`config.mk`:
```
export PLATFORM = sky130hd
export DESIGN_NAME = pipe_stage_buf
export DESIGN_NICKNAME = d
export VERILOG_FILES = /design/src/rtl/pipe_stage_buf.sv
export SDC_FILE = /design/constraint.sdc
export NUM_CORES = 1
export LEC_CHECK = 0
export CORE_MARGIN = 2
export CORE_UTILIZATION = 48
export CTS_CLUSTER_DIAMETER = 80
export CTS_CLUSTER_SIZE = 14
export DETAILED_ROUTE_END_ITERATION = 10
export GPL_ROUTABILITY_DRIVEN = 0
export PLACE_DENSITY = 0.78
export SYNTH_ARGS = -nofsm -noshare
export SYNTH_HDL_FRONTEND = slang
export SYNTH_SLANG_ARGS = --single-unit
```
`constraint.sdc`:
```
create_clock -name clock_i -period 15.3 [get_ports clock_i]
set_input_delay 4.59 -clock clock_i [delete_from_list [all_inputs] [get_ports clock_i]]
set_output_delay 4.59 -clock clock_i [all_outputs]
set_load 0.005 [all_outputs]
```
`src/rtl/pipe_stage_buf.sv`:
```
// Flow-controlled inter-stage pipeline register with optional skid entry,
// synchronous flush, occupancy reporting and a saturating back-pressure counter.
module pipe_stage_buf #(
    parameter int CTRL_W = 7,
    parameter int DATA_W = 128,
    parameter int SKID   = 1,
    parameter int CNT_W  = 16
) (
    input  logic              clock_i,
    input  logic              reset_i,
    input  logic              flush_i,
    input  logic              valid_i,
    output logic              ready_o,
    input  logic [CTRL_W-1:0] ctrl_i,
    input  logic [DATA_W-1:0] data_i,
    output logic              valid_o,
    input  logic              ready_i,
    output logic [CTRL_W-1:0] ctrl_o,
    output logic [DATA_W-1:0] data_o,
    output logic [1:0]        occ_o,
    output logic [CNT_W-1:0]  bp_cnt_o
);

    // State encoding doubles as the occupancy count.
    typedef enum logic [1:0] {
        EMPTY = 2'd0,
        ONE   = 2'd1,
        FULL  = 2'd2
    } state_t;

    state_t state_q;
    state_t state_d;

    logic [CTRL_W-1:0] m_ctrl_q;
    logic [DATA_W-1:0] m_data_q;
    logic [CTRL_W-1:0] s_ctrl_q;
    logic [DATA_W-1:0] s_data_q;
    logic [CNT_W-1:0]  bp_cnt_q;

    logic in_xfer;
    logic out_xfer;
    logic m_load_in;
    logic m_load_skid;
    logic s_load;

    assign in_xfer  = valid_i & ready_o;
    assign out_xfer = valid_o & ready_i;

    always_ff @(posedge clock_i or posedge reset_i) begin
        if (reset_i) begin
            state_q <= EMPTY;
        end else begin
            state_q <= state_d;
        end
    end

    always_comb begin
        state_d     = state_q;
        m_load_in   = 1'b0;
        m_load_skid = 1'b0;
        s_load      = 1'b0;
        case (state_q)
            EMPTY: begin
                if (in_xfer) begin
                    state_d   = ONE;
                    m_load_in = 1'b1;
                end
            end
            ONE: begin
                if (in_xfer && out_xfer) begin
                    m_load_in = 1'b1;
                end else if (in_xfer && (SKID != 0)) begin
                    state_d = FULL;
                    s_load  = 1'b1;
                end else if (out_xfer) begin
                    state_d = EMPTY;
                end
            end
            FULL: begin
                if (out_xfer) begin
                    state_d     = ONE;
                    m_load_skid = 1'b1;
                end
            end
            default: begin
                state_d = EMPTY;
            end
        endcase
        // Flush drops held and incoming entries but leaves payload registers alone.
        if (flush_i) begin
            state_d     = EMPTY;
            m_load_in   = 1'b0;
            m_load_skid = 1'b0;
            s_load      = 1'b0;
        end
    end

    always_comb begin
        valid_o = (state_q != EMPTY);
        occ_o   = state_q;
        data_o  = m_data_q;
        ctrl_o  = valid_o ? m_ctrl_q : '0;
        if (SKID != 0) begin
            ready_o = (state_q != FULL);
        end else begin
            ready_o = (state_q == EMPTY) | ready_i;
        end
    end

    always_ff @(posedge clock_i or posedge reset_i) begin
        if (reset_i) begin
            m_ctrl_q <= '0;
            m_data_q <= '0;
            s_ctrl_q <= '0;
            s_data_q <= '0;
        end else begin
            if (m_load_in) begin
                m_ctrl_q <= ctrl_i;
                m_data_q <= data_i;
            end else if (m_load_skid) begin
                m_ctrl_q <= s_ctrl_q;
                m_data_q <= s_data_q;
            end
            if (s_load) begin
                s_ctrl_q <= ctrl_i;
                s_data_q <= data_i;
            end
            if (flush_i) begin
                m_ctrl_q <= '0;
                s_ctrl_q <= '0;
            end
        end
    end

    // Counts stalled cycles regardless of flush; only reset clears it.
    always_ff @(posedge clock_i or posedge reset_i) begin
        if (reset_i) begin
            bp_cnt_q <= '0;
        end else if (valid_o && !ready_i && (bp_cnt_q != {CNT_W{1'b1}})) begin
            bp_cnt_q <= bp_cnt_q + 1'b1;
        end
    end

    assign bp_cnt_o = bp_cnt_q;

endmodule

```
==> qor.yml <==
yosys:
  synth_top_family_by_area: "multiplexers"
  synth_warnings: 0
  syn_area_um2: 12000
  netlist_instances: 974
  synth_edf_count: 0
  syn_nets: 1115
  synth_cell_types: 46
  synthAdderAreaFrac_pct: 0.105
  synth_compound_area_share_pct: 10.6
  synth_flop_cell: "dfrtp_1"
  synth_xor_xnor_area_share_pct: 0.879
  synthMuxAreaShare_pct: 13.7
  synth-simple-area-share_pct: 10.7
  ys_ff_latch: 288
  async_reset_ff_share_pct: 100
  ys_seq_area_share_pct: 60.3
  syn_avg_cell_area_um2: 12.3
cts:
  cts_buffers: 24
  cts_tree: "built"
  cts_hold_buf: 0
  cts_sinks: 288
  post-cts-setup-buffers: 0
  clk_path_buf_depth: 3
  cts_resized: 0
  ctsRootBufferMaster: "clkbuf_16"
  cts-htree-levels: 1
  clk_pin_slew_worst_paths_ns: 0.06
  clock_latency_ns: 0.51
route:
  wl_met3_mm: 2.27
  drt_iter0_drc: 719
  wl_met2_mm: 13.9
  viasPerCell: 5.48
  wl_per_cell_um: 19.0
  finalWirelength_mm: 29.7
  num_vias: 8587
  drt-pass1-iter-count: 5
  met1_length_mm: 12.6
  ant_nets: 0
  highest_layer: "met4"
  drcViolationCount: 0
final_layout:
  finalNetCount: 1384
  final_area_um2: 15600
  mostFrequentLayoutCells: "294 x clkdlybuf4s50_1, 288 x dfrtp_1, 271 x nand2_1"
  layout_commonest_cell: "clkdlybuf4s50_1"
  nFillCells: 1910
  final_cells: 1567
  antenna_cells: 0
  area_delta_synth_final_pct: 30.6
  drive_gt1_share_pct: 13.9
power_and_ir_drop:
  p_int_mw: 1.49
  combinationalPowerShare_pct: 21.5
  power.share.clock_pct: 27.3
  vdd_drop_max_v: 0.0000911
  powerDensity_nw_per_um2: 128
  p_leak_nw: 7.05
  power.switching_mw: 0.511
  sw_frac_of_total_pct: 25.6
  power_frac_seq_pct: 51.2
floorplanning:
  rows: 57
  die_x_um: 162
  core_um2: 24400
  fp.dieH_um: 162
  io_pins: 295
  die_area_um2: 26200
  start_util_pct: 49.0
setup_path:
  setup.worst_path.end_class: "async pin"
  critPathArrivalTime_ns: 7.65
  worst_setup_path_start_kind: "input port"
  worstSetupPathType: "in -> async"
  r2r_cells: 5
  cp_max_fo: 136
  required_ns: 15.82
placement:
  place_inst: 1541
  post_dp_cell_area_um2: 15000
  dpl.hpwl_mm: 19.0
  place_ws_ns: 7.50
  portBuffers: 294
global_routing:
  grt_start_max_net_pins: 137
  antenna_found_initial: 0
  grt_pass1_wl_mm: 47.1
  grt_pass1_vias: 8743
  grt.total_usage_pct: 22.2
  grt-ovfl-total: 0
run_status:
  status: "finished, final reports clean"
min_path:
  worstHoldPathType: "reg -> reg"
  holdPathStages: 2
timing:
  rsz0062_at_grt: "false"
  max_freq_mhz: 140
  period_share_pct: 46.6
  tns_ns: 0
  slew_viol_final: 0
  final_hold_viol_count: 0
  setup_ws_ns: 8.17
  relSlewSlack_pct: 31.9
  setup_viol: 0
  finalCriticalPeriod_ns: 7.13
  skew_ns: 0.00848
  tightest_slew_ns: 1.02
flow_run:
  cap_viol_max_count: 0
power groups by stage:
stage	logic, mW	clock network (mW)	registers [mW]
after floorplan	0.207	0	1.02
after global placement	0.420	0	1.02
after detailed placement	0.434	0	1.03
after CTS	0.437	0.561	1.02
after global routing	0.469	0.591	1.04
final	0.430	0.545	1.02
metrics by stage:
step / power, mW / utilization [%] / hold slack, ns
finish: 2.00 / 64.0 / 0.473
global route: 2.10 / 64.0 / 0.490
CTS: 2.02 / 64.0 / 0.477
detailed placement: 1.47 / 61.4 / 0.462
global placement: 1.44 / 61.4 / 0.457
floorplan: 1.23 / - / 0.458
layout make-up:
cell class	instances	area, µm²	share of cell area [%]
multi-input combinational	623	4330	27.8
clock inverter	1	8.76	0.0561
tap	324	405	2.60
clock buffer	25	626	4.01
sequential	288	7210	46.2
inverter	4	22.5	0.144
timing repair buffer	302	3000	19.2
critical path, cell delays in order:
cell and delay [ns]:
clkdlybuf4s50_1 0.49, inv_8 0.62, buf_4 0.90, buf_4 0.86
cells by family after synthesis:
| family | Yosys count |
|---|---|
| simple gates | 311 |
| mux | 131 |
| flops | 288 |
| fa+ha+maj | 1 |
| buf+inv | 63 |
| xor+xnor | 12 |
| compound gates | 168 |
state kept, by name (all words and copies together), names as in the netlist:
| signal | cells |
|---|---|
| m_ctrl_q | 7 |
| s_data_q | 128 |
| occ_o | 2 |
| data_o | 128 |
| s_ctrl_q | 7 |
| bp_cnt_o | 16 |
synth_stat cells (2+ instances only):
| cell | n | share of area, % |
|---|---|---|
| o211ai_1 | 3 | 0.19 |
| o2111ai_1 | 2 | 0.15 |
| inv_1 | 4 | 0.13 |
| and4_1 | 2 | 0.15 |
| a22o_1 | 7 | 0.51 |
| nor2b_2 | 2 | 0.15 |
| xnor2_1 | 8 | 0.59 |
| mux2_4 | 43 | 5.4 |
| nand2_1 | 271 | 8.5 |
| mux2_2 | 86 | 8.1 |
| and3_1 | 7 | 0.37 |
| nor2_1 | 3 | 0.094 |
| and2_1 | 3 | 0.16 |
| a22oi_1 | 128 | 8.0 |
| nor2b_1 | 8 | 0.42 |
| buf_2 | 19 | 0.80 |
| o21ai_0 | 8 | 0.34 |
| a2bb2oi_1 | 7 | 0.51 |
| xor2_1 | 4 | 0.29 |
| a21oi_1 | 5 | 0.21 |
| clkbuf_1 | 13 | 0.41 |
| nor3_1 | 2 | 0.084 |
| buf_4 | 10 | 0.63 |
| buf_6 | 8 | 0.75 |
| nor4_1 | 2 | 0.10 |
| buf_12 | 5 | 0.84 |
| dfrtp_1 | 288 | 60 |
| nand3_1 | 2 | 0.084 |
| nand4_1 | 4 | 0.21 |
| buf_1 | 4 | 0.13 |
metal layers:
layer / vias up / track usage, %
met5: - / 0
li1: 3925 / -
met2: 304 / 35.5
met4: 0 / 6.52
met3: 54 / 5.57
met1: 4304 / 30.2
path summary, 6_finish.rpt:
check	from	endpoint	slack, ns
setup / recovery	reset_i	s_data_q[29]$_DFFE_PP0P_	8.17
hold / removal	data_o[86]$_DFFE_PP0P_	data_o[86]$_DFFE_PP0P_	0.47
setup reg to reg	occ_o[1]$_DFFE_PP0P_	data_o[35]$_DFFE_PP0P_	12.39
hold reg to reg	data_o[86]$_DFFE_PP0P_	data_o[86]$_DFFE_PP0P_	0.47
max in group clock_i	ready_i	data_o[35]$_DFFE_PP0P_	8.27
min in group asynchronous	reset_i	data_o[72]$_DFFE_PP0P_	4.65
(Power assumes the default switching activity.)
